## src/rtl/mux_pkg.sv

```systemverilog
// Shared definitions for the stream multiplexer slice.
//   MODE_FIXED / MODE_RR : encodings of the mode input
//   clog2_min1           : index width for an N-entry select, never below 1 bit
package mux_pkg;

  localparam logic MODE_FIXED = 1'b0;
  localparam logic MODE_RR    = 1'b1;

  function automatic int unsigned clog2_min1(input int unsigned n);
    return (n < 2) ? 1 : $clog2(n);
  endfunction

endpackage

```

## src/rtl/stream_mux_n_if.sv

```systemverilog
// Handshake bundle between N producers, the multiplexer and one consumer.
//   in_data/in_valid/in_ready : per-channel input streams (channel i at [i*W +: W])
//   mode/sel                  : selection control
//   out_data/out_valid/out_ch : registered output stream, out_ready from the consumer
// master = producers/consumer side, slave = the multiplexer.
interface stream_mux_n_if
  import mux_pkg::*;
#(
  parameter int unsigned N = 4,
  parameter int unsigned W = 8
);
  localparam int unsigned SELW = clog2_min1(N);

  logic [N*W-1:0]  in_data;
  logic [N-1:0]    in_valid;
  logic [N-1:0]    in_ready;
  logic            mode;
  logic [SELW-1:0] sel;
  logic [W-1:0]    out_data;
  logic            out_valid;
  logic [SELW-1:0] out_ch;
  logic            out_ready;

  modport master (
    output in_data, in_valid, mode, sel, out_ready,
    input  in_ready, out_data, out_valid, out_ch
  );

  modport slave (
    input  in_data, in_valid, mode, sel, out_ready,
    output in_ready, out_data, out_valid, out_ch
  );

endinterface

```

## src/rtl/rr_arbiter.sv

```systemverilog
// Combinational rotating-priority arbiter.
//   req     : per-channel requests
//   ptr     : highest-priority channel; priority falls off ptr, ptr+1, ... wrapping at N
//   gnt     : one-hot grant (all zero when nothing requests)
//   gnt_idx : index of the granted channel (0 when nothing requests)
module rr_arbiter
  import mux_pkg::*;
#(
  parameter int unsigned N    = 4,
  localparam int unsigned SELW = clog2_min1(N)
) (
  input  logic [N-1:0]    req,
  input  logic [SELW-1:0] ptr,
  output logic [N-1:0]    gnt,
  output logic [SELW-1:0] gnt_idx
);

  logic [SELW-1:0] w_idx;
  logic            w_found;

  always_comb begin
    gnt     = '0;
    gnt_idx = '0;
    w_found = 1'b0;
    w_idx   = '0;
    for (int unsigned k = 0; k < N; k++) begin
      // Modulo keeps the scan inside 0..N-1 when N is not a power of two.
      w_idx = SELW'((32'(ptr) + k) % N);
      if (!w_found && req[w_idx]) begin
        w_found      = 1'b1;
        gnt[w_idx]   = 1'b1;
        gnt_idx      = w_idx;
      end
    end
  end

endmodule

```

## src/rtl/stream_mux_n.sv

```systemverilog
// N-channel, W-bit registered stream multiplexer with fixed or round-robin selection.
//   clk   : rising-edge clock
//   rst_n : asynchronous active-low reset (synchronous release expected)
//   bus   : slave side of stream_mux_n_if (inputs, control, registered output)
// One output register stage; a new word loads in the same cycle the old one drains.
module stream_mux_n
  import mux_pkg::*;
#(
  parameter int unsigned N = 4,
  parameter int unsigned W = 8
) (
  input logic           clk,
  input logic           rst_n,
  stream_mux_n_if.slave bus
);

  localparam int unsigned SELW = clog2_min1(N);

  logic [N-1:0]    w_rr_gnt;
  logic [SELW-1:0] w_rr_idx;
  logic [N-1:0]    w_fix_gnt;
  logic [N-1:0]    w_gnt;
  logic [SELW-1:0] w_gnt_idx;
  logic            w_any;
  logic            w_load;
  logic [W-1:0]    w_data;

  logic [SELW-1:0] r_rr_ptr;
  logic [W-1:0]    r_out_data;
  logic [SELW-1:0] r_out_ch;
  logic            r_out_valid;

  rr_arbiter #(
    .N(N)
  ) u_rr_arbiter (
    .req     (bus.in_valid),
    .ptr     (r_rr_ptr),
    .gnt     (w_rr_gnt),
    .gnt_idx (w_rr_idx)
  );

  // Compare sel against each legal index so sel >= N simply matches nothing.
  always_comb begin
    w_fix_gnt = '0;
    for (int unsigned i = 0; i < N; i++) begin
      if (bus.sel == SELW'(i) && bus.in_valid[i]) begin
        w_fix_gnt[i] = 1'b1;
      end
    end
  end

  always_comb begin
    if (bus.mode == MODE_FIXED) begin
      w_gnt     = w_fix_gnt;
      w_gnt_idx = bus.sel;
    end else begin
      w_gnt     = w_rr_gnt;
      w_gnt_idx = w_rr_idx;
    end
  end

  always_comb begin
    w_data = '0;
    for (int unsigned i = 0; i < N; i++) begin
      if (w_gnt[i]) begin
        w_data = bus.in_data[i*W +: W];
      end
    end
  end

  assign w_any  = |w_gnt;
  // Output register may take a new word when empty or draining this cycle.
  assign w_load = ~r_out_valid | bus.out_ready;

  assign bus.in_ready  = {N{w_load}} & w_gnt;
  assign bus.out_data  = r_out_data;
  assign bus.out_valid = r_out_valid;
  assign bus.out_ch    = r_out_ch;

  always_ff @(posedge clk or negedge rst_n) begin
    if (!rst_n) begin
      r_out_valid <= 1'b0;
      r_out_data  <= '0;
      r_out_ch    <= '0;
    end else if (w_load) begin
      if (w_any) begin
        r_out_valid <= 1'b1;
        r_out_data  <= w_data;
        r_out_ch    <= w_gnt_idx;
      end else begin
        r_out_valid <= 1'b0;
      end
    end
  end

  // Pointer advances past the winner only for round-robin grants.
  always_ff @(posedge clk or negedge rst_n) begin
    if (!rst_n) begin
      r_rr_ptr <= '0;
    end else if (w_load && w_any && bus.mode == MODE_RR) begin
      r_rr_ptr <= (w_gnt_idx == SELW'(N - 1)) ? '0 : w_gnt_idx + SELW'(1);
    end
  end

endmodule

```

## src/flat_wrapper.sv

```systemverilog
// flat-port wrapper written by rule: the top's interface ports become plain ports
module stream_mux_n_flat import mux_pkg::*;
#(
  parameter int unsigned N = 4,
  parameter int unsigned W = 8
)
  (clk, rst_n, bus_in_data, bus_in_valid, bus_mode, bus_sel, bus_out_ready, bus_in_ready, bus_out_data, bus_out_valid, bus_out_ch);
  stream_mux_n_if #(.N(N), .W(W)) bus_i ();
  input logic clk;
  input logic rst_n;
  input wire logic [$bits(bus_i.in_data)-1:0] bus_in_data;
  input wire logic [$bits(bus_i.in_valid)-1:0] bus_in_valid;
  input wire logic [$bits(bus_i.mode)-1:0] bus_mode;
  input wire logic [$bits(bus_i.sel)-1:0] bus_sel;
  input wire logic [$bits(bus_i.out_ready)-1:0] bus_out_ready;
  output wire logic [$bits(bus_i.in_ready)-1:0] bus_in_ready;
  output wire logic [$bits(bus_i.out_data)-1:0] bus_out_data;
  output wire logic [$bits(bus_i.out_valid)-1:0] bus_out_valid;
  output wire logic [$bits(bus_i.out_ch)-1:0] bus_out_ch;
  assign bus_i.in_data = bus_in_data;
  assign bus_i.in_valid = bus_in_valid;
  assign bus_i.mode = bus_mode;
  assign bus_i.sel = bus_sel;
  assign bus_i.out_ready = bus_out_ready;
  assign bus_in_ready = bus_i.in_ready;
  assign bus_out_data = bus_i.out_data;
  assign bus_out_valid = bus_i.out_valid;
  assign bus_out_ch = bus_i.out_ch;
  stream_mux_n #(.N(N), .W(W)) u_core (.clk(clk), .rst_n(rst_n), .bus(bus_i));
endmodule
```

## config.mk

```make
export PLATFORM = sky130hd
export DESIGN_NAME = stream_mux_n_flat
export DESIGN_NICKNAME = d
export VERILOG_FILES = /design/src/rtl/mux_pkg.sv /design/src/rtl/stream_mux_n_if.sv /design/src/rtl/rr_arbiter.sv /design/src/rtl/stream_mux_n.sv /design/src/flat_wrapper.sv
export SDC_FILE = /design/constraint.sdc
export NUM_CORES = 1
export LEC_CHECK = 0
export BUFFER_PORTS_ARGS = -buffer_cell sky130_fd_sc_hd__buf_2
export CAP_MARGIN = 20
export CORE_MARGIN = 2
export CORE_UTILIZATION = 45
export CTS_CLUSTER_SIZE = 24
export DETAILED_ROUTE_END_ITERATION = 16
export PLACE_DENSITY = 0.86
export SLEW_MARGIN = 20
export SYNTH_ARGS = -nofsm -noshare
export SYNTH_HDL_FRONTEND = slang
export SYNTH_SLANG_ARGS = --single-unit
```

## constraint.sdc

```tcl
create_clock -name clk -period 2.75 [get_ports clk]
set_input_delay 0.55 -clock clk [delete_from_list [all_inputs] [get_ports clk]]
set_output_delay 0.55 -clock clk [all_outputs]
set_load 0.05 [all_outputs]
```

==> summary.md, run 1 <==
The tools report the initial core utilization as 47.9%. The area growth from synthesis to layout is 52.9%. The worst setup path is of the flip-flop to primary output kind.

The tools report the number of pins with negative max-slew slack in the final report as 0. The tightest min-delay check is of the input pin to async pin type. Across all register-to-register paths, the minimum setup slack is -0.08 ns.

The number of endpoints failing setup at the final stage was 14. Area used by sequential logic in the layout: 328 um^2. By area the synthesized netlist is led by sky130_fd_sc_hd__dfrtp_1 22%, sky130_fd_sc_hd__o21ai_0 7.4%, sky130_fd_sc_hd__ha_1 5.1%. The first global-routing pass estimated 7510 um of wire.

Summed over all cells, the static leakage comes to 1.06 nW. At the worst endpoint, the arrival time is 2.35 ns. Counting flops with a built-in enable in the synthesized netlist gives 0. The later pin in the worst-skew pair is clocked with a latency of 0.26 ns. For the setup slack of the critical path after layout, the log shows -0.152 ns. The length of the first detailed-routing pass in iterations came out at 5. The number of clock buffers added by TritonCTS is 3. After detailed routing, the number of vias per cell comes to 5.84. STA classifies the critical path startpoint as a flip-flop.

The run finished, with violations left. After the last flow step, the layout net total stands at 308. After detailed routing, the average wire length per cell comes to 16.7 um.

The per-instance average area after synthesis was 8.45 um^2. The total vias in the final route came out at 1769. The power per cell area is 1290 nW/um^2. CTS placed an instance of sky130_fd_sc_hd__clkbuf_4 at the clock tree root.

The clock net in this run drives a total of 13 sinks. The peak fanout along the critical path is 6. Measured against its own limit, the worst slew margin works out to 55.7%.

In this run the deepest clock path goes through 2 buffers. The tools report the via count of the first global-routing pass as 1624. Entering global routing, the biggest net connects 17 pins. In the synthesized netlist, the number of instances is 176.

The minimum clock period after layout came out at 2.90 ns. The depth of the most critical reg-to-reg path is 10, and the residual antenna-violating net count after detailed routing is 0. Total of flip-flops plus latches after synthesis: 13. The congestion estimate from routability-driven global placement came to 0.929. The core region is 3100 um^2. The cell area that synthesis handed to floorplanning was 1490 um^2. Summing all placed instances gives a cell area of 2030 um^2.

The async set-or-reset flop fraction in the synthesized netlist was 100%; the required time at the worst-slack endpoint was 2.20 ns. The critical path goes through inv_6 > ha_4 > mux4_2 > a21o_1 > o211ai_1 > o311a_4 > nor2_4 > buf_8. In the synthesized netlist the dominant register cell turns out to be sky130_fd_sc_hd__dfrtp_1. The post-detailed-route DRC marker count is 0, and the net count after synthesis is 224. The total I/O pin count came out at 57.

The final-report hold violation count was 0. From left edge to right edge, the die measures 61.5 um. sky130_fd_sc_hd__dfrtp_1 takes more of the synthesized area than any other cell.

Clock-pin slew of the registers on the worst-case setup and hold paths: 0.07 ns. Adding up every negative setup slack in the final design gives -0.912 ns. The critical register-to-register path endpoint was u_core.bus.out_ch[1]$_DFFE_PN0P_.

The number of antenna violations at the first check in global routing is 0, and the overall track demand over capacity in global routing is 26.5%. The final reports fail on negative setup slack. The run gives 153 as the number of design-rule violations left by the first detailed-router iteration.

The transition time at the pin with the least slew margin is 0.656 ns. The leading cell type in the layout, fill and taps excluded was sky130_fd_sc_hd__buf_2. The maximum clock frequency is 0.345 GHz, and the power after layout is 2.92 mW. The run gives 46 as the unique cell type count in the Yosys netlist. For this run the aggregate overflow at the end of global routing stands at 0. OpenSTA, run right after detailed placement, puts the worst setup slack at -0.165 ns. For the final database, setup skew stands at 0.000892 ns. The die covers 3780 um^2. The reported max-cap violation count came out at 0.

In this design, the stage delay of the slowest critical-path cell is 0.43 ns. The number of synthesis warnings was 0; the fraction of final layout cells with drive strength greater than 1 was 54.8%. The height of the chip works out to 61.5 um.

For the number of levels the H-tree was split into, the log shows 1. In the layout the commonest cells are 52 x sky130_fd_sc_hd__buf_2, 31 x sky130_fd_sc_hd__buf_4, 20 x sky130_fd_sc_hd__o21ai_0. Dividing the final minimum period by the clock period gives 106%. The hold-fix buffer count after cts came out at 0. The cell at the slowest stage of the critical path is sky130_fd_sc_hd__dfrtp_2. TritonCTS built the clock tree. In this run the tool buffered the top-level ports with 56 buffer cells. The tools report the start of the worst register-to-register path as u_core.r_rr_ptr[1]$_DFFE_PN0P_.

The peak supply drop was 0.858 mV; the number of filler cells placed in the layout was 227. Setup repair after global routing could not meet its margin everywhere. The HPWL after detailed placement is 3620 um. After detailed routing, the total wire length is 5050 um.

The floorplan has 20 rows. The repair_antennas step left the layout with diodes totalling 0. Proportion of synthesized chip area in sequential cells: 21.9%.

The share of synthesized area in the top cell type comes to 21.9%. The nature of the critical path endpoint is a primary output. The finished layout cell area was 2270 um^2; the area of the multi-input gates was 1170 um^2.
## report_power, final
| part | switching (mW) | leakage [nW] | internal (mW) |
|---|---|---|---|
| Sequential | 0.0707 | 0.145 | 0.296 |
| Combinational | 1.38 | 0.899 | 1.07 |
| Clock | 0.0561 | 0.0150 | 0.0560 |
## metrics by stage
| step | hold WS, ns | util [%] | instances |
|---|---|---|---|
| floorplan | 0.254 | - | 176 |
| global placement | 0.445 | 65.3 | 290 |
| detailed placement | 0.451 | 65.3 | 290 |
| CTS | 0.161 | 70.5 | 301 |
| global route | 0.158 | 73.3 | 303 |
| finish | 0.157 | 73.3 | 303 |
## synthesized netlist by cell type (2+ instances only)
master,instances
sky130_fd_sc_hd__a31o_2,8
sky130_fd_sc_hd__nor3b_1,3
sky130_fd_sc_hd__nand2b_1,4
sky130_fd_sc_hd__mux4_2,3
sky130_fd_sc_hd__buf_6,3
sky130_fd_sc_hd__a32oi_1,8
sky130_fd_sc_hd__a31o_1,2
sky130_fd_sc_hd__nor2_1,8
sky130_fd_sc_hd__buf_2,2
sky130_fd_sc_hd__a211oi_1,3
sky130_fd_sc_hd__mux2_4,2
sky130_fd_sc_hd__and3b_1,2
sky130_fd_sc_hd__mux2i_1,5
sky130_fd_sc_hd__or2_2,3
sky130_fd_sc_hd__a21oi_1,12
sky130_fd_sc_hd__ha_1,6
sky130_fd_sc_hd__clkbuf_2,2
sky130_fd_sc_hd__clkbuf_1,5
sky130_fd_sc_hd__a21o_1,2
sky130_fd_sc_hd__inv_1,18
sky130_fd_sc_hd__dfrtp_1,13
sky130_fd_sc_hd__or3b_1,8
sky130_fd_sc_hd__o211a_1,2
sky130_fd_sc_hd__o21ai_0,22
sky130_fd_sc_hd__o22ai_1,2
sky130_fd_sc_hd__nand2_1,7
sky130_fd_sc_hd__o211ai_1,2
## worst max-delay path, delay by kind of cell, from the launching register on
| family | cells | cell delay [ns] |
|---|---|---|
| compound gates | 3 | 0.75 |
| flops | 1 | 0.43 |
| mux | 1 | 0.40 |
| fa+ha+maj | 1 | 0.27 |
| buf+inv | 2 | 0.20 |
| simple gates | 1 | 0.04 |
## area by class of cell
type | count | area share (%)
multi-input cells | 132 | 51.4
repair buffers | 92 | 27.4
flip-flops and latches | 13 | 14.4
inverters | 18 | 3.19
well taps | 44 | 2.42
clock buffers | 4 | 1.16
## worst max-delay path by stage
stage | start | end | slack (ns)
2_1_floorplan | u_core.r_rr_ptr[1]$_DFFE_PN0P_ | bus_in_ready[1] | -0.07
3_3_place_gp | bus_in_valid[1] | u_core.bus.out_data[7]$_DFFE_PN0P_ | -0.11
3_5_place_dp | bus_in_valid[1] | u_core.bus.out_data[7]$_DFFE_PN0P_ | -0.16
4_1_cts | u_core.r_rr_ptr[1]$_DFFE_PN0P_ | bus_in_ready[3] | -0.11
5_1_grt | u_core.r_rr_ptr[1]$_DFFE_PN0P_ | bus_in_ready[1] | -0.23
6_report | u_core.r_rr_ptr[1]$_DFFE_PN0P_ | bus_in_ready[3] | -0.15
## what timing repair did
item	4_1_cts	5_1_grt
endpoints found under the hold margin	0	0
gates cloned	0	1
pin swaps	13	18
resized for setup	20	13
setup endpoints to repair	14	17
setup buffers	7	1
## sequential cells by signal, indices dropped and copies added, names as in the netlist
register / cells
u_core.bus.out_ch: 2
u_core.bus.out_valid: 1
u_core.r_rr_ptr: 2
u_core.bus.out_data: 8
## cells by family after synthesis
| family | after synthesis | synth area share, % |
|---|---|---|
| AOI/OAI and AO/OA | 71 | 33.3 |
| buffers and inverters | 31 | 9.68 |
| muxes | 11 | 10.7 |
| DFF | 13 | 21.9 |
| and+or+nand+nor | 42 | 18.2 |
| xor gates and xnor gates | 2 | 1.18 |
| adders and majority gates | 6 | 5.05 |
## routing by layer
| layer | up-vias | GRT usage (%) | share of wire, % |
|---|---|---|---|
| li1 | 829 | - | - |
| met1 | 842 | 37.6 | 43 |
| met2 | 86 | 42.2 | 50 |
| met3 | 12 | 2.73 | 5.5 |
| met4 | 0 | 9.12 | 1.8 |
| met5 | - | 0 | 0 |
(Power assumes the default switching activity.)
==> run 2: changes to the inputs <==
--- a/config.mk
+++ b/config.mk
@@ -12,6 +12,7 @@
 export CTS_CLUSTER_SIZE = 24
 export DETAILED_ROUTE_END_ITERATION = 16
 export PLACE_DENSITY = 0.86
+export REMOVE_ABC_BUFFERS = 1
 export SLEW_MARGIN = 20
 export SYNTH_ARGS = -nofsm -noshare
 export SYNTH_HDL_FRONTEND = slang
==> run 2 against run 1 <==
  * Clock power up 4%
  * Register-to-register slack about the same
  * Final cell count up 0.99%
  * Sequential power down 5%
  * Fmax down 1.7%
  * Core utilization down 2.0 points
  * Global-route usage up 1.3 points
  * Setup slack worse by 0.049 ns
  * The run still ends with negative setup slack left
  * Combinational power about the same
==> summary.md, run 2 (synthesized netlist as in run 1, its figures left out) <==
The clock tree buffer depth was 2 (unchanged); the power per cell area was 1310 nW/um^2 (+1.5%). Final-layout worst hold slack: 0.146 ns (-0.0110 ns). The count of input and output buffers was 56 (unchanged). TritonCTS built the clock tree. The top cell types in the final layout, fill and taps aside, are 52 x sky130_fd_sc_hd__buf_2, 31 x sky130_fd_sc_hd__buf_4, 18 x sky130_fd_sc_hd__o21ai_0. Type of the most critical hold path: input pin to async pin.

The final period utilization is 107% (+1.8 points). The via count of the first global-routing pass is 1730 (+6.5%), and the number of pins with negative max-slew slack in the final report is 0 (unchanged). The leakage power summed over all cells was 1.05 nW (-1.3%); the maximum clock frequency was 0.339 GHz (-1.7%).

The tools report the first-pass GRT wire length as 7760 um (+3.2%). Fraction of final layout cells with drive strength greater than 1: 53.4% (-1.4 points). The start of the worst register-to-register path was u_core.r_rr_ptr[1]$_DFFE_PN0P_. Walking the worst path, the cells encountered are inv_2 > ha_4 > mux4_2 > nor2b_4 > a221oi_2 > a221o_2 > nor2_2 > buf_6. The worst setup path is of the flip-flop to primary output kind. STA classifies the critical path startpoint as a flip-flop. The tools report the residual antenna-violating net count after detailed routing as 0 (unchanged).

The worst path arrival time is 2.40 ns (+0.05 ns), and the tightest slew margin relative to the limit is 57.2% (+1.5 points). The minimum clock period after layout was 2.95 ns (+0.0493 ns); the buffering stage count on the worst path with inverters included was 2 (unchanged). The peak fanout along the critical path was 6 (unchanged). The required time at the worst-slack endpoint is 2.20 ns (about the same). The setup slack of the critical path after layout is -0.201 ns (-0.0493 ns), and the length of the first detailed-routing pass in iterations is 4 (-1). The total I/O pin count was 57 (unchanged); the floorplan die area was 3780 um^2 (unchanged).

The reported max-cap violation count is 0 (unchanged). The tools report the overall track demand over capacity in global routing as 27.8% (+1.3 points). The number of antenna violations at the first check in global routing was 0 (unchanged). Clock latency at the later pin of the worst-skew pair: 0.27 ns (about the same). The height of the chip is 61.5 um (unchanged), and the total number of nets in the final design is 311 (+0.97%). The nature of the critical path endpoint was a primary output. The run gives 0 (unchanged) as the hold-fix buffer count after cts. The run gives 0 (unchanged) as the diode insertion count for antenna repair. The width of the die was 61.5 um (unchanged); the transition time at the pin with the least slew margin was 0.634 ns (-0.0221 ns). The total congestion overflow after global routing was 0 (unchanged). The placement row count was 20 (unchanged).

The number of design-rule violations left by the first detailed-router iteration was 121 (-21%). The total clock buffers created by CTS is 3 (unchanged), and the post-detailed-routing wire length is 5120 um (+1.4%). The total vias in the final route is 1826 (+3.2%), and the number of clock sinks seen by CTS is 13 (unchanged). The cell at the slowest stage of the critical path was sky130_fd_sc_hd__mux4_2. The routability congestion estimate from global placement was 0.929 (about the same). Setup repair after global routing could not meet its margin everywhere. The run gives 1 (unchanged) as the number of levels the H-tree was split into. The number of endpoints failing setup at the final stage was 13 (-1); the delay contributed by the slowest stage of the critical path was 0.42 ns (about the same). The run gives 0 (unchanged) as the post-detailed-route DRC marker count. Clock-pin slew of the registers on the worst-case setup and hold paths: 0.07 ns (about the same). The number of vias per cell after detailed routing is 5.97 (+2.2%). The run finished, with violations left. The logs give 0.00205 ns (+0.00116 ns) for the final clock skew and 47.9% (unchanged) for the initial core utilization. The maximum number of pins on one net before global-route repair is 17 (unchanged). In this run the worst setup path begins at u_core.r_rr_ptr[1]$_DFFE_PN0P_. The peak supply drop is 0.848 mV (-1.2%), and the average wire per standard cell is 16.7 um (+0.45%). The final reports fail on negative setup slack. The utilization after layout is 71.3% (-2.0 points). The kind of cell adding the most delay to the critical path was compound AO/OA/AOI/OAI gates.

The HPWL after detailed placement came out at 3510 um (-3.1%). Flip-flop count of the largest register, all copies and words added: 8 (unchanged). Number of filler cells placed in the layout: 247 (+8.8%). The logs give 3100 um^2 (unchanged) for the area inside the core boundary and 0 (unchanged) for the final-report hold violation count. Leaving out fill and tap cells, the most frequent cell in the layout is sky130_fd_sc_hd__buf_2. Relative to the synthesized area, the layout overhead comes to 48.7%. The root buffer cell chosen for the clock tree is sky130_fd_sc_hd__clkbuf_4.
run 2: cell count changes in the layout (fill, tap and decap cells not counted), sizes merged:
cell  before  now
buf       92   95
run 2: timing repair:
| item | in CTS | in global routing |
|---|---|---|
| gates cloned | 0 | 1 |
| resized for setup | 22 | 17 |
| endpoints found under the setup margin | 14 | 17 |
| pin swaps | 10 | 19 |
| buffers inserted | 8 | 3 |
run 2: final timing paths:
kind,slack [ns],endpoint,cells after the start
min in group clk,0.51,u_core.bus.out_data[6]$_DFFE_PN0P_,2
max reg2reg,-0.09,u_core.bus.out_data[3]$_DFFE_PN0P_,10
max,-0.20,bus_in_ready[0],8
min,0.15,u_core.bus.out_data[2]$_DFFE_PN0P_,1
min reg2reg,0.51,u_core.bus.out_data[6]$_DFFE_PN0P_,2
max in group asynchronous,2.38,u_core.bus.out_data[0]$_DFFE_PN0P_,1
run 2: per-layer routing:
layer / GRT usage (%) / share of wire (%)
met1: 35.9 / 40
met2: 47.7 / 51
met3: 2.10 / 6.7
met4: 11.9 / 2.5
met5: 0 / 0
run 2: worst register-to-register path: stages (launching register included):
cell	delay, ns
sky130_fd_sc_hd__dfrtp_1	0.38
sky130_fd_sc_hd__inv_2	0.06
sky130_fd_sc_hd__ha_4	0.29
sky130_fd_sc_hd__mux4_2	0.42
sky130_fd_sc_hd__nor2b_4	0.18
sky130_fd_sc_hd__a221oi_2	0.07
sky130_fd_sc_hd__a221o_2	0.40
sky130_fd_sc_hd__buf_6	0.14
sky130_fd_sc_hd__or3b_1	0.34
sky130_fd_sc_hd__a31o_2	0.24
sky130_fd_sc_hd__a32oi_1	0.22
run 2: power breakdown:
| part | internal, mW | total, mW | switching, mW |
|---|---|---|---|
| sequential | 0.293 | 0.348 | 0.0551 |
| combinational | 1.07 | 2.42 | 1.35 |
| clock | 0.0562 | 0.116 | 0.0593 |
run 2: stage by stage:
| stage | power, mW | TNS [ns] | worst slack [ns] | instance area [um^2] | cells |
|---|---|---|---|---|---|
| global route | 3.06 | -2.09 | -0.277 | 2210 | 306 |
| CTS | 2.69 | -0.929 | -0.127 | 2120 | 303 |
| global placement | 2.32 | -0.864 | -0.128 | 1960 | 291 |
| floorplan | 1.70 | -7.53 | -1.04 | 1410 | 163 |
| finish | 2.89 | -0.850 | -0.201 | 2210 | 306 |
| detailed placement | 2.36 | -1.69 | -0.190 | 1960 | 291 |
run 2: area by class of cell:
type / count / area (um^2) / area share (%)
clock buffer: 4 / 26.3 / 1.19
inverter: 18 / 67.6 / 3.06
timing repair buffer: 95 / 628 / 28.4
multi-input combinational: 132 / 1110 / 50.1
sequential: 13 / 325 / 14.7
tap: 44 / 55.1 / 2.49
==> run 3: changes to the inputs <==
--- a/config.mk
+++ b/config.mk
@@ -5,15 +5,16 @@
 export SDC_FILE = /design/constraint.sdc
 export NUM_CORES = 1
 export LEC_CHECK = 0
+export ABC_CLOCK_PERIOD_IN_PS = 2750
 export BUFFER_PORTS_ARGS = -buffer_cell sky130_fd_sc_hd__buf_2
 export CAP_MARGIN = 20
 export CORE_MARGIN = 2
-export CORE_UTILIZATION = 45
+export CORE_UTILIZATION = 42
 export CTS_CLUSTER_SIZE = 24
 export DETAILED_ROUTE_END_ITERATION = 16
-export PLACE_DENSITY = 0.86
+export PLACE_DENSITY = 0.84
 export REMOVE_ABC_BUFFERS = 1
-export SLEW_MARGIN = 20
 export SYNTH_ARGS = -nofsm -noshare
 export SYNTH_HDL_FRONTEND = slang
+export SYNTH_HIERARCHICAL = 1
 export SYNTH_SLANG_ARGS = --single-unit
==> run 3 against run 2 <==
  * Final cell count decreased by 11%
  * Sequential power increased by 2%
  * Highest routed layer unchanged
  * The run ends with design-rule violations, negative setup slack left
  * First-iteration DRC count increased by 88%
  * Power increased by 23%
  * Clock-buffer cell count unchanged
  * Clock power about the same
  * Global-route usage increased by 4.2 points
==> summary.md, run 3 <==
The minimum clock period after layout was 3.35 ns (+0.396 ns); the peak fanout along the critical path was 5 (-1). The post-synthesis share of cell area spent on and, or, nand and nor gates came out at 16.2% (-2.0 points). The total number of nets in the final design was 288 (-7.4%). The tools report the proportion of synthesized chip area in sequential cells as 25.6% (+3.7 points). The critical path startpoint category was a flip-flop.

The number of non-filler instances in the completed layout was 271 (-11%). The hold-fix buffer count after cts came out at 0 (unchanged). The logs give 57 (unchanged) for the total I/O pin count and 17 (+4) for the number of endpoints failing setup at the final stage.

The met3 layer wire length in the routed design came out at 824 um (+140%). The transition time at the pin with the least slew margin came out at 0.822 ns (+0.188 ns). The peak supply drop is 0.919 mV (+8.4%), and the net switching power is 1.85 mW (+26%). Setup repair after global routing could not meet its margin everywhere.

Final period utilization: 122% (+14 points). For the number of antenna violations at the first check in global routing, the log shows 0 (unchanged). The number of pins with negative max-slew slack in the final report is 0 (unchanged), and the clock tree buffer depth is 2 (unchanged).

The share of power burned in the clock network is 3.2% (-0.8 points). After synthesis, the cell types taking the most area are sky130_fd_sc_hd__dfrtp_1 26%, sky130_fd_sc_hd__a221oi_1 5.5%, sky130_fd_sc_hd__a2bb2oi_1 5.5%. The run gives 0.27 ns (about the same) as the clock latency at the later pin of the worst-skew pair. The number of placed instances with taps included came out at 245 (-16%). Type of the most critical hold path: input pin to async pin. The share of the synthesized area in the top cell type was 25.6% (+3.7 points). Final-report hold violation count: 0 (unchanged). Tightest slew margin relative to the limit: 44.5% (-13 points).

The run gives 2.20 ns (about the same) as the required time at the worst-slack endpoint. Number of vias per cell after detailed routing: 7.05 (+18%). The clock root buffer master was sky130_fd_sc_hd__clkbuf_4. The number of flops mapped to enable cells by yosys works out to 0 (unchanged). The synthesized-area fraction occupied by adder cells works out to 4.93% (-0.12 points). The tools report the nature of the critical path endpoint as a primary output. The total congestion overflow after global routing is 0 (unchanged), and the post-synthesis share of cell area spent on xor and xnor gates is 0.690% (-0.49 points). The maximum number of pins on one net before global-route repair came out at 21 (+4). Final-layout worst hold slack: 0.143 ns (-0.00326 ns). sky130_fd_sc_hd__nor2_1 is the most common cell in the netlist.

The internal power was 1.70 mW (+19%); the share of the synthesized area in compound gates (AO/OA/AOI/OAI) was 36.2% (+2.8 points). Flip-flop count of the largest register, all copies and words added: 8 (unchanged). Leaving out fill and tap cells, the most frequent cells in the layout are 53 x sky130_fd_sc_hd__buf_2, 38 x sky130_fd_sc_hd__buf_4, 14 x sky130_fd_sc_hd__buf_6, 14 x sky130_fd_sc_hd__nor2_1, 13 x sky130_fd_sc_hd__dfrtp_1. The tools report the number of design-rule violations left by the first detailed-router iteration as 228 (+88%). The run gives -0.597 ns (-0.396 ns) as the setup slack of the critical path after layout. The leakage power summed over all cells was 1.03 nW (-1.3%). The run gives 0 (unchanged) as the reported max-cap violation count. After synthesis, the largest family of logic cells by area is compound AO/OA/AOI/OAI gates. Clock-pin slew of the registers on the worst-case setup and hold paths: 0.08 ns (about the same). The average wire per standard cell works out to 25.0 um (+50%).

The checks that failed: design-rule violations, negative setup slack. The run gives 2290 um (+11%) as the detailed-route wire length on metal 1. The summed instance area of the synthesized netlist was 1270 um^2 (-15%). Signal routing reaches up to met4. The length of the first detailed-routing pass in iterations came out at 11 (+7). The power per cell area is 1600 nW/um^2 (+23%). The floorplan die area came out at 3480 um^2 (-7.9%). The setup path with the least slack is of type flip-flop to primary output. The net switching share of the total power works out to 52.2% (+1.5 points).

The run gives 6780 um (+32%) as the post-detailed-routing wire length. The run gives 0.299 GHz (-12%) as the maximum clock frequency. The initial core utilization was 45.3% (-2.6 points). The width of the die was 59.0 um (-4.0%); the routability congestion estimate from global placement was 0.841 (-9.4%). The tools report the number of clock sinks seen by CTS as 13 (unchanged).

The cell accounting for the most synthesized area is sky130_fd_sc_hd__dfrtp_1. The power after layout was 3.55 mW (+23%); the fraction of final layout cells with drive strength greater than 1 was 64.6% (+11 points). The utilization after layout is 78.9% (+7.7 points). The tools report the unique cell type count in the Yosys netlist as 44 (-4.3%). The area inside the core boundary came out at 2810 um^2 (-9.6%). The async set-or-reset flop fraction in the synthesized netlist is 100% (unchanged).

For the placement row count, the log shows 19 (-5.0%). The run gives 2.80 ns (+0.40 ns) as the worst path arrival time. The overall track demand over capacity in global routing is 31.9% (+4.2 points). The tools report the via count of the first global-routing pass as 1652 (-4.5%).

Total of flip-flops plus latches after synthesis: 13 (unchanged). Amount of wire on met2 after detailed routing: 3000 um (+16%). The run finished, with violations left. The logs give 10.0% (-2.1 points) for the sequential share of power and 8310 um (+7.2%) for the first-pass GRT wire length. Number of synthesis warnings: 6 (+6). The height of the chip is 59.0 um (-4.0%), and the diode insertion count for antenna repair is 0 (unchanged). Leading cell type in the layout, fill and taps excluded: sky130_fd_sc_hd__buf_2.

The run gives 2 (+2) as the post-detailed-route DRC marker count. For the HPWL after detailed placement, the log shows 3000 um (-15%). The logs give 3 (unchanged) for the total clock buffers created by CTS and 0 (unchanged) for the residual antenna-violating net count after detailed routing. Part of the power in combinational logic: 86.7% (+2.8 points).

The synthesized instance count was 137 (-22%); the area added between synthesis and finish was 74.3%. TritonCTS built the clock tree. The per-instance average area after synthesis came out at 9.27 um^2 (+9.8%). The total vias in the final route is 1910 (+4.6%), and the final clock skew is 0.00739 ns (+0.00534 ns). Multiplexer share of the synthesized area: 12.2% (+1.5 points). For the number of levels the H-tree was split into, the log shows 1 (unchanged). The commonest cells after synthesis are 16 x sky130_fd_sc_hd__nor2_1, 13 x sky130_fd_sc_hd__dfrtp_1, 11 x sky130_fd_sc_hd__a21oi_1, 9 x sky130_fd_sc_hd__o21ai_0. The commonest register cell after synthesis was sky130_fd_sc_hd__dfrtp_1. Count of input and output buffers: 56 (unchanged).
-- run 3: changes by cell type in the layout (fill, tap and decap cells not counted), sizes merged, moves of 4 or more --
cell	before	now
a31o	10	0
a221oi	2	9
a2bb2oi	0	8
buf	95	105
a32oi	8	1
a22oi	0	8
a211oi	4	0
o21ai	22	16
inv	18	4
or3b	8	0
nor2	8	16
-- run 3: worst paths after layout --
| path | from | endpoint | slack, ns | cells after the start |
|---|---|---|---|---|
| worst max-delay path | u_core/r_rr_ptr[1]$_DFFE_PN0P_ | bus_in_ready[2] | -0.60 | 10 |
| worst min-delay path | rst_n | u_core/bus.out_data[2]$_DFFE_PN0P_ | 0.14 | 1 |
| worst max register to register | u_core/r_rr_ptr[1]$_DFFE_PN0P_ | u_core/bus.out_data[7]$_DFFE_PN0P_ | -0.46 | 13 |
| worst min register to register | u_core/bus.out_ch[1]$_DFFE_PN0P_ | u_core/bus.out_ch[1]$_DFFE_PN0P_ | 0.52 | 2 |
| max in group asynchronous | rst_n | u_core/bus.out_data[0]$_DFFE_PN0P_ | 2.38 | 1 |
| min in group clk | u_core/bus.out_ch[1]$_DFFE_PN0P_ | u_core/bus.out_ch[1]$_DFFE_PN0P_ | 0.52 | 2 |
-- run 3: logic make-up (layout without fill, tap and decap cells) --
group | after synthesis | count (layout)
adder cells (fa/ha/maj) | 5 | 5
flip-flops | 13 | 13
AO/OA/AOI/OAI | 63 | 64
AND/OR/NAND/NOR | 34 | 34
XOR/XNOR | 1 | 1
buffers and inverters | 11 | 113
multiplexers | 10 | 10
-- run 3: power by group through the flow --
stage	registers, mW	clock network, mW	logic, mW
after floorplan	0.675	0	1.10
after CTS	0.351	0.115	2.52
after detailed placement	0.356	0	2.08
after global placement	0.354	0	2.04
final	0.356	0.114	3.08
after global routing	0.365	0.126	3.14
-- run 3: area by class of cell --
class / instances / area [um^2]
multi-input cells: 114 / 1100
clock buffers: 4 / 26.3
well taps: 31 / 38.8
inverters: 4 / 15.0
flip-flops and latches: 13 / 325
fillers: 151 / 592
repair buffers: 105 / 708
-- run 3: worst max-delay path, stage by stage (launching register included) --
cell	delay [ns]
sky130_fd_sc_hd__dfrtp_1	0.44
sky130_fd_sc_hd__buf_6	0.14
sky130_fd_sc_hd__mux4_2	0.51
sky130_fd_sc_hd__nand2b_4	0.17
sky130_fd_sc_hd__nor3_4	0.31
sky130_fd_sc_hd__buf_4	0.18
sky130_fd_sc_hd__a22oi_2	0.06
sky130_fd_sc_hd__o21ai_2	0.12
sky130_fd_sc_hd__a21oi_1	0.16
sky130_fd_sc_hd__nor2_1	0.24
sky130_fd_sc_hd__buf_6	0.19
-- run 3: per-layer routing --
metal	vias to the layer above	GRT usage, %
met5	-	0
met4	0	18.8
met3	83	3.06
met2	223	52.4
met1	855	40.7
li1	749	-
-- run 3: repair_timing --
action                                  4_1_cts  5_1_grt
pin swaps                                    26       16
endpoints found under the setup margin       17       17
setup buffers                                14        6
gates cloned                                  1        1
gates resized for setup                      36       19
-- run 3: through the flow --
step	setup slack [ns]	area (um^2)	setup TNS [ns]
2_1_floorplan	-0.708	1230	-7.39
3_3_place_gp	-0.171	1760	-2.00
3_5_place_dp	-0.230	1760	-3.01
4_1_cts	-0.260	2090	-1.11
5_1_grt	-0.596	2210	-7.55
6_report	-0.597	2210	-7.07
